File: src/rtl/seg7_scan4.sv
// Purpose: time-multiplexes a 16-bit packed hex digit word onto a common-anode 4-digit 7-segment display.
// Latency: 1 cycle from a slot pointer/prescaler change to AN/SEG/DP; digit data is snapshotted once per frame.
// Backpressure: ce low freezes prescaler, slot pointer and snapshot; the output registers keep loading every cycle.
// Optional feature: define SEG7_LZB_EN for leading-zero blanking of digits 3..1.
module seg7_scan4 #(
    parameter int SLOT_CYC  = 4,
    parameter int GUARD_CYC = 1,
    parameter int CNT_W     = 16
) (
    input  logic        clk,
    input  logic        rst_n,
    input  logic        ce,
    input  logic [15:0] DEC,
    input  logic [3:0]  DP_IN,
    input  logic        BLANK,
    output logic [3:0]  AN,
    output logic [6:0]  SEG,
    output logic        DP
);

    localparam logic [CNT_W-1:0] CNT_LAST  = CNT_W'(SLOT_CYC - 1);
    localparam logic [CNT_W-1:0] GUARD_LIM = CNT_W'(GUARD_CYC);

    logic [CNT_W-1:0] cnt;
    logic [1:0]       ptr;
    logic [15:0]      snap;
    logic [3:0]       dp_snap;
    logic             load_first;

    logic             slot_end;
    logic             frame_end;
    logic             snap_load;
    logic [3:0]       nib;
    logic [6:0]       seg_n;
    logic [3:0]       an_n;
    logic             dp_n;
    logic             lz_blank;

    assign slot_end  = (cnt == CNT_LAST);
    assign frame_end = slot_end && (ptr == 2'd3);
    // Load on the very first enabled cycle and at each frame boundary, so a frame never mixes data.
    assign snap_load = ce && (load_first || frame_end);

    // Prescaler, slot pointer, frame snapshot and registered display pins.
    always_ff @(posedge clk) begin
        if (!rst_n) begin
            cnt        <= '0;
            ptr        <= 2'd0;
            snap       <= 16'h0000;
            dp_snap    <= 4'b0000;
            load_first <= 1'b1;
            AN         <= 4'b1111;
            SEG        <= 7'h7F;
            DP         <= 1'b1;
        end else begin
            if (ce) begin
                if (slot_end) begin
                    cnt <= '0;
                    ptr <= ptr + 2'd1;
                end else begin
                    cnt <= cnt + 1'b1;
                end
                load_first <= 1'b0;
            end
            if (snap_load) begin
                snap    <= DEC;
                dp_snap <= DP_IN;
            end
            AN  <= an_n;
            SEG <= seg_n;
            DP  <= dp_n;
        end
    end

    // Select the nibble for the active slot.
    always_comb begin
        nib = 4'h0;
        case (ptr)
            2'd0: nib = snap[3:0];
            2'd1: nib = snap[7:4];
            2'd2: nib = snap[11:8];
            2'd3: nib = snap[15:12];
            default: nib = 4'h0;
        endcase
    end

    // Hex to active-low {g,f,e,d,c,b,a}.
    always_comb begin
        seg_n = 7'h7F;
        case (nib)
            4'h0: seg_n = 7'h40;
            4'h1: seg_n = 7'h79;
            4'h2: seg_n = 7'h24;
            4'h3: seg_n = 7'h30;
            4'h4: seg_n = 7'h19;
            4'h5: seg_n = 7'h12;
            4'h6: seg_n = 7'h02;
            4'h7: seg_n = 7'h78;
            4'h8: seg_n = 7'h00;
            4'h9: seg_n = 7'h10;
            4'hA: seg_n = 7'h08;
            4'hB: seg_n = 7'h03;
            4'hC: seg_n = 7'h46;
            4'hD: seg_n = 7'h21;
            4'hE: seg_n = 7'h06;
            4'hF: seg_n = 7'h0E;
            default: seg_n = 7'h7F;
        endcase
    end

`ifdef SEG7_LZB_EN
    logic [3:0] lz;

    // A digit is a leading zero when it and every digit left of it are zero with no decimal point.
    always_comb begin
        lz       = 4'b0000;
        lz[3]    = (snap[15:12] == 4'h0) && !dp_snap[3];
        lz[2]    = lz[3] && (snap[11:8] == 4'h0) && !dp_snap[2];
        lz[1]    = lz[2] && (snap[7:4] == 4'h0) && !dp_snap[1];
        lz[0]    = 1'b0;
        lz_blank = lz[ptr];
    end
`else
    assign lz_blank = 1'b0;
`endif

    // Anode select: one digit low at most, dark during the guard interval, on BLANK or leading-zero blanking.
    always_comb begin
        an_n = 4'b1111;
        dp_n = ~dp_snap[ptr];
        if ((cnt >= GUARD_LIM) && !BLANK && !lz_blank) begin
            an_n[ptr] = 1'b0;
        end
    end

endmodule
File: config.mk
export PLATFORM = sky130hd
export DESIGN_NAME = seg7_scan4
export DESIGN_NICKNAME = d
export VERILOG_FILES = /design/src/rtl/seg7_scan4.sv
export SDC_FILE = /design/constraint.sdc
export NUM_CORES = 1
export LEC_CHECK = 0
export CAP_MARGIN = 40
export CELL_PAD_IN_SITES_DETAIL_PLACEMENT = 1
export CELL_PAD_IN_SITES_GLOBAL_PLACEMENT = 1
export CORE_MARGIN = 2
export CORE_UTILIZATION = 45
export DETAILED_ROUTE_END_ITERATION = 10
export GPL_TIMING_DRIVEN = 0
export MAX_ROUTING_LAYER = met4
export PLACE_DENSITY_LB_ADDON = 0.1
export SETUP_SLACK_MARGIN = 0.15
export SLEW_MARGIN = 20
export SYNTH_ARGS = -nofsm -noshare
export SYNTH_HDL_FRONTEND = slang
export SYNTH_SLANG_ARGS = --single-unit
File: constraint.sdc
create_clock -name clk -period 3.88 [get_ports clk]
set_input_delay 0.776 -clock clk [delete_from_list [all_inputs] [get_ports clk]]
set_output_delay 0.776 -clock clk [all_outputs]
set_load 0.1 [all_outputs]
==> results.md, run 1 <==
Pwr:
- The worst-case IR drop observed on VDD is 375.0 uV.
- The post-layout total power is 1293 uW.
- The internal cell power is 843.5 uW.
- The power per unit of standard cell area is 353.3 nW/um2.
- Summed over all nets, the switching power comes to 449.9 uW.
- The static leakage power is 0.001397 uW.
- Sequential cells burn 46.3% of the power.
- The share of total power dissipated in the clock network is 24.1%.
- The proportion of total power due to net switching is 34.78%.
- The combinational fraction of design power is 29.6%.

Yosys:
- The net count after synthesis is 385.
- Among all flip-flop cells after synthesis, the most frequent one is sky130_fd_sc_hd__dfxtp_1.
- After technology mapping, the gate count stands at 349.
- The cell area after synthesis is 2963 um2.
- For this run, asynchronously set or reset flops after synthesis account for 0%.
- The distinct cell type count after synthesis is 43.
- The number of synthesized register bits is 51.
- The average instance area after synthesis is 8.490 um2.
- The number of enable flip-flop cells after synthesis is 0.
- The share of synthesized area occupied by flip-flops and latches is 34.46%.
- The warning count from the yosys run is 0.

Timing:
- For the pin with the worst max-slew slack, the measured transition is 0.6027 ns.
- The worst path uses 66.21% of the clock period.
- The final worst slack is 1.311 ns.
- The final hold violation count is 0.
- The normalized max-slew margin is 59.55%.
- The total of endpoints with negative setup slack in the final report is 0.
- Setup repair after global routing left no endpoint under its margin.
- The final critical path time including I/O delays and setup is 2.569 ns.
- The number of max-slew violations in the final report is 0.
- The setup total negative slack is 0 ns.
- The clock tree skew after final layout is 0.009812 ns.
- For this run, the top clock speed supported by timing is 0.3893 GHz.

Global route:
- In the global route stage, overall resource usage came out at 27.59%.
- The remaining global-route overflow is 0.
- The number of antenna violations at the first check in global routing is 0.
- The number of global-route vias before repair is 3032.
- The pin count of the biggest net entering global routing is 15.
- The first global-routing pass estimated 15.55 mm of wire.

Worst setup path:
- The path type of the worst setup path is reg -> reg.
- The largest individual stage delay along the critical path comes from the cell sky130_fd_sc_hd__dfxtp_1.
- The worst setup path is captured at a register.
- Data arrives at the worst endpoint at 2.74 ns.
- The highest cell delay on the worst timing path is 0.45 ns.
- Of all nets on the critical path, the largest fanout is 5.
- The minimum setup slack among reg-to-reg paths is 1.31 ns.
- The data required time at the worst endpoint is 4.05 ns.
- The critical path goes through inv_1 -> ha_1 -> a222oi_1 -> mux2i_1 -> ha_1 -> a211o_1 -> o211ai_1 -> o211ai_1.
- STA classifies the critical path startpoint as a register.

CTS:
- After clock tree synthesis, the flow added hold-fix buffers numbering 0.
- Buffers inserted during clock tree synthesis total 5.
- The clock transition at the register clock pins on the worst setup and hold paths after CTS is 0.10 ns.
- The clock latency at the later pin of the worst-skew pair is 0.31 ns.
- No sink is reached through more buffers than the 2 on the longest clock path.
- The count of clock tree sinks is 51.
- The tree is rooted in a sky130_fd_sc_hd__clkbuf_8.
- Buffers added to address setup during post-CTS repair amount to 0.
- TritonCTS built the clock tree.
- After clock tree synthesis, the repair step resized 0 gates.
- The number of levels the H-tree was split into is 2.

Floorplan:
- The initial utilization of the core area, before any placement, comes to 46.66%.
- Measured along the x axis, the die boundary spans 85.14 um.
- The number of top-level pins is 36.
- Measured along the y axis, the die boundary spans 85.14 um.
- In this run the core area contains 29 standard-cell rows.
- The die area is 7249 um2.
- The area of the core region is 6350 um2.

Hold path:
- The min-delay analysis places its worst path in the category reg -> reg.

Drt:
- The DRC violations left is 0.
- The starting DRC count in detailed routing is 135.
- The number of nets still failing antenna checks after routing is 0.
- The routed design has 9.386 mm of wire.
- The average wire length per cell after detail routing is 19.55 um.
- The total iterations of the first detailed-routing run is 5.
- The total via count in the routed design is 3054.
- The detail-routed via count per cell is 6.363.

Run:
- Across the run, the number of max-cap violations was 0.

Placed design:
- After detailed placement, the design holds a cell count of 472.
- The HPWL after detailed placement is 6.651 mm.
- The congestion estimate from routability-driven global placement came to 0.8297.
- Port buffering added 34 buffers.
- The placed instances occupy a cell area of 3580 um2.
- The worst slack after detailed placement is 1.132 ns.

Final layout:
- Relative to the synthesized area, the layout overhead comes to 23.56%.
- The most common cell after layout, fill and taps aside is sky130_fd_sc_hd__dfxtp_1.
- The library cells used most frequently in the layout, excluding fill and tap cells, are sky130_fd_sc_hd__dfxtp_1 (51), sky130_fd_sc_hd__nand3_1 (45), sky130_fd_sc_hd__clkdlybuf4s50_1 (34).
- The count of non-filler cells in the finished layout is 480.
- Summing all non-filler instances in the final layout gives an area of 3661 um2.
- The net count reported at finish is 438.
- The fraction of layout instances using a drive strength above 1 is 8.189%.
- The diode insertion count for antenna repair is 0.

Run status:
- The flow ran to the end, and the final reports show no timing, DRC or antenna violations.
## synthesized netlist by cell type (4+ instances only)
cell type / instances / area [um2]
sky130_fd_sc_hd__dfxtp_1: 51 / 1021
sky130_fd_sc_hd__nand3_1: 45 / 225.2
sky130_fd_sc_hd__clkbuf_1: 29 / 108.9
sky130_fd_sc_hd__and3_1: 23 / 143.9
sky130_fd_sc_hd__a31oi_1: 20 / 125.1
sky130_fd_sc_hd__o2111ai_1: 20 / 175.2
sky130_fd_sc_hd__nor4b_1: 17 / 148.9
sky130_fd_sc_hd__nand2_1: 15 / 56.30
sky130_fd_sc_hd__nor2_1: 15 / 56.30
sky130_fd_sc_hd__inv_1: 13 / 48.80
sky130_fd_sc_hd__ha_1: 12 / 150.1
sky130_fd_sc_hd__mux2i_1: 8 / 80.08
sky130_fd_sc_hd__nor4_1: 8 / 50.05
sky130_fd_sc_hd__xor2_1: 8 / 70.07
sky130_fd_sc_hd__nand4_1: 7 / 43.79
sky130_fd_sc_hd__buf_2: 6 / 30.03
sky130_fd_sc_hd__a21oi_1: 5 / 25.02
sky130_fd_sc_hd__xnor2_1: 5 / 43.79
sky130_fd_sc_hd__a222oi_1: 4 / 40.04
sky130_fd_sc_hd__o21ai_0: 4 / 20.02
## registers in the layout (all words and copies together), names as in the netlist
name,count
cnt,16
snap,16
SEG,7
AN,4
dp_snap,4
ptr,2
DP,1
load_first,1
## worst max-delay path, delay by kind of cell, from the launching register on
family	cells	cell delay (ns)
AOI/OAI and AO/OA	4	0.92
muxes	1	0.29
adders and majority gates	2	0.64
DFF	1	0.45
buffers and inverters	1	0.13
## power groups by stage
stage               logic [uW]  registers (uW)  clock network, uW
floorplan                  142             697                  0
global placement           325             606                  0
detailed placement         381             610                  0
CTS                        383             598                317
global route               407             603                335
finish                     383             599                312
## cells by family after synthesis
| group | share of synthesized area (%) |
|---|---|
| AO/OA/AOI/OAI | 17.19 |
| XOR/XNOR | 3.843 |
| adder cells (fa/ha/maj) | 5.067 |
| buffers and inverters | 7.221 |
| flip-flops | 34.46 |
| multiplexers | 4.307 |
| AND/OR/NAND/NOR | 27.91 |
## final cells by class
cell class / count / area [um2]
inverter: 15 / 56.30
buffer: 37 / 157.7
sequential: 51 / 1021
clock buffer: 7 / 76.32
multi-input combinational: 246 / 1728
fill: 771 / 2689
timing repair buffer: 46 / 520.5
clock inverter: 1 / 5.005
tap: 77 / 96.34
## routing by layer
layer  GRT usage (%)  up-vias  wire length [um]
li1                -     1435                 -
met1           35.60     1523              4186
met2           44.67       83              4660
met3           3.405       13               365
met4           9.524        0               173
met5               -        -                 0
## final timing paths
path,endpoint,depth (start not counted),startpoint
worst max-delay path,SEG[3]$_SDFF_PN1_,8,ptr[0]$_SDFFE_PN0P_
worst min-delay path,load_first$_SDFFE_PN1P_,2,load_first$_SDFFE_PN1P_
worst max register to register,SEG[3]$_SDFF_PN1_,8,ptr[0]$_SDFFE_PN0P_
worst min register to register,load_first$_SDFFE_PN1P_,2,load_first$_SDFFE_PN1P_
## per-stage QoR
step	utilization, %	hold slack (ns)
final	57.66	0.5082
after CTS	57.66	0.5083
after global routing	57.66	0.5369
after floorplan	-	0.4388
after global placement	53.54	0.4511
after detailed placement	56.37	0.4753
No activity file was read; power rests on OpenSTA's default activity.
==> run 2, diff against run 1 <==
CORE_UTILIZATION = 42   (was 45)
clock period = 2.5 ns   (was 3.88 ns; I/O delays follow)
==> run 2 against run 1 <==
Net effect: register-to-register slack got worse by 1.1 ns; final area increased by 3.6%; die area increased by 6.8%; maximum frequency increased by 10%; setup slack got worse by 1.1 ns; clock skew decreased by 0.0035 ns; flip-flop and latch count unchanged; sequential power increased by 55%; worst hold slack got worse by 0.032 ns; highest routed layer unchanged; count of clock-buffer cells in the layout decreased by 2; sequential share of layout area decreased by 0.77 points; largest power group unchanged; power increased by 59%.
==> results.md, run 2 (synthesis gave the netlist of run 1 again) <==
Run status:
- The flow ran to the end, and the final reports show no timing, DRC or antenna violations.

Drt:
- The sum of routed wire segments on met1 is 4.253 mm.
- After the first detailed-routing iteration, the DRC count stood at 148.
- In this run the remaining antenna-violating nets after routing total 0.
- The highest metal layer carrying signal wires in the routed design is met4.
- In the detailed route, the total length drawn on met3 is 422 um.
- For this run, design rule violations remaining after detail routing come to 0.
- The first detailed-routing pass took 4 iterations.
- The detail-routed via count per cell is 5.949.
- The total wire length is 9.539 mm.
- After detailed routing, the average wire length per cell comes to 18.89 um.
- The total via count in the routed design is 3004.
- The wire length on met2 is 4.774 mm.

Global route:
- The wire length of the first global-routing pass is 15.29 mm.
- The number of global-route vias before repair was 3028.
- The combined global-route utilization of all metal layers is 26.04%.
- The total overflow left after global routing is 0.
- The number of antenna violations at the first check in global routing is 0.
- The pin count of the biggest net entering global routing is 18.

CTS:
- Clock tree synthesis found a total of 51 sinks.
- After clock tree synthesis, the clock-pin slew on the worst setup and hold paths is 0.11 ns.
- TritonCTS built the clock tree.
- In this run the clock root is driven by a sky130_fd_sc_hd__clkbuf_8.
- CTS built an H-tree with a depth of 2.
- The clock latency at the later pin of the worst-skew pair is 0.31 ns.
- The number of clock buffers inserted by TritonCTS is 5.
- The maximum count of clock buffers along a single path is 2.
- Buffers inserted to repair hold after CTS numbered 0.

Pwr:
- Power comes to 2058 uW.
- The power per unit of standard cell area is 542.8 nW/um2.
- In this run the static leakage power is 0.001425 uW.
- The worst-case IR drop observed on VDD is 243.0 uV.

Final layout:
- The count of non-filler cells in the finished layout is 505.
- The library cells used most frequently in the layout, excluding fill and tap cells, are sky130_fd_sc_hd__dfxtp_1 (49), sky130_fd_sc_hd__nand3_1 (45), sky130_fd_sc_hd__clkdlybuf4s50_1 (34).
- The largest registers in the layout are cnt (16), snap (16), SEG (7).
- The diode insertion count for antenna repair is 0.
- The relative area change from synthesis to final layout is 28.00%.
- The most common cell after layout, fill and taps aside is sky130_fd_sc_hd__dfxtp_1.
- Measured on the finished design, the core utilization comes to 55.82%.
- In the final layout, the share of cells above drive strength 1 is 12.47%.
- The net count reported at finish is 444.

Floorplan:
- The height of the die is 87.99 um.
- The number of top-level pins is 36.
- The total area inside the core boundary comes to 6794 um2.
- The floorplan step set the die width to 87.99 um.
- The row count is 30.
- The die covers 7742 um2.
- For this configuration, the core starts out at a cell density of 43.61%.

Timing:
- Measured against its own limit, the worst slew margin works out to 51.43%.
- For the final routed database, the setup TNS stands at 0 ns.
- The highest clock rate is 0.4293 GHz.
- The number of max-slew violations in the final report is 0.
- Setup repair after global routing could not meet its margin everywhere.
- The final critical path time including I/O delays and setup is 2.329 ns.
- The final hold violation count came to 0.
- After layout, the worst path uses 93.17% of the clock period.
- Setup violations remaining at the end of the flow were counted as 0.
- For the pin with the worst max-slew slack, the measured transition is 0.7236 ns.
- Across all hold checks on the routed design, the worst slack comes to 0.4760 ns.
- The clock tree skew after final layout is 0.006348 ns.

Worst setup path:
- The worst setup path is of the reg -> reg kind.
- STA puts the critical path data required time at 2.67 ns.
- The start point of the critical path is ptr[0]$_SDFFE_PN0P_.
- The number of cells on the worst reg-to-reg path is 9.
- Data arrives at the worst endpoint at 2.50 ns.
- The highest fanout seen on the critical path is 7.
- In this run the critical register-to-register path is launched from ptr[0]$_SDFFE_PN0P_.
- The type of element capturing the critical path is a register.
- STA classifies the critical path startpoint as a register.
- The termination of the worst setup path is SEG[3]$_SDFF_PN1_.
- The worst flop-to-flop path endpoint is SEG[3]$_SDFF_PN1_.
- The setup check on the worst reg-to-reg path leaves a slack of 0.17 ns.

Placed design:
- Routability-driven placement finished with a final weighted congestion of 0.8632.
- The wire-length estimate of the detail-placed layout is 6.612 mm.
- The instance count after placement with tap cells included is 491.
- Buffers placed on the I/O ports in this run total 34.

Hold path:
- The type of the worst min-delay path is reg -> reg.

Run:
- Max-cap violations in this run came to 0.
run 2: critical path: stages (launching register included):
cell	delay [ns]
sky130_fd_sc_hd__dfxtp_4	0.41
sky130_fd_sc_hd__clkinvlp_4	0.15
sky130_fd_sc_hd__ha_1	0.28
sky130_fd_sc_hd__clkinvlp_4	0.20
sky130_fd_sc_hd__mux2i_2	0.35
sky130_fd_sc_hd__inv_1	0.12
sky130_fd_sc_hd__ha_1	0.29
sky130_fd_sc_hd__inv_1	0.05
sky130_fd_sc_hd__o211ai_1	0.22
sky130_fd_sc_hd__o211ai_1	0.13
run 2: power breakdown:
group,switching [uW],total (uW),leakage [uW],internal (uW)
sequential,48.5,927,0.000421,878
clock,321,523,0.0000408,201
combinational,367,609,0.000963,242
total,737,2060,0.00142,1320
run 2: worst min-delay path by stage:
stage | from | endpoint | slack, ns | cells after the start
2_1_floorplan | load_first$_SDFFE_PN1P_ | load_first$_SDFFE_PN1P_ | 0.44 | 2
3_3_place_gp | load_first$_SDFFE_PN1P_ | load_first$_SDFFE_PN1P_ | 0.45 | 2
3_5_place_dp | load_first$_SDFFE_PN1P_ | load_first$_SDFFE_PN1P_ | 0.46 | 2
4_1_cts | load_first$_SDFFE_PN1P_ | load_first$_SDFFE_PN1P_ | 0.48 | 2
5_1_grt | load_first$_SDFFE_PN1P_ | load_first$_SDFFE_PN1P_ | 0.53 | 2
6_report | load_first$_SDFFE_PN1P_ | load_first$_SDFFE_PN1P_ | 0.48 | 2
run 2: timing repair:
item,4_1_cts,5_1_grt
gates resized for setup,5,10
cloned,0,0
endpoints found under the setup margin,4,4
pin swaps,2,2
buffers inserted,1,5
run 2: area by class of cell:
class / instances / area (um2)
Buffer: 37 / 157.7
Clock buffer: 5 / 68.82
Clock inverter: 3 / 23.77
Fill cell: 820 / 3002
Inverter: 15 / 63.81
Multi-Input combinational cell: 246 / 1764
Sequential cell: 51 / 1028
Tap cell: 96 / 120.1
Timing Repair Buffer: 52 / 565.5
run 2: routing by layer:
metal | up-vias | global-route usage (%)
li1 | 1452 | -
met1 | 1475 | 32.82
met2 | 70 | 44.49
met3 | 7 | 2.545
met4 | 0 | 6.853
met5 | - | -
run 2: per-stage QoR:
step / instance area [um2] / setup WS [ns]
2_1_floorplan: 2963 / 0.4708
3_3_place_gp: 3423 / 0.07179
3_5_place_dp: 3603 / -0.03107
4_1_cts: 3716 / 0.1634
5_1_grt: 3792 / 0.02941
6_report: 3792 / 0.1707
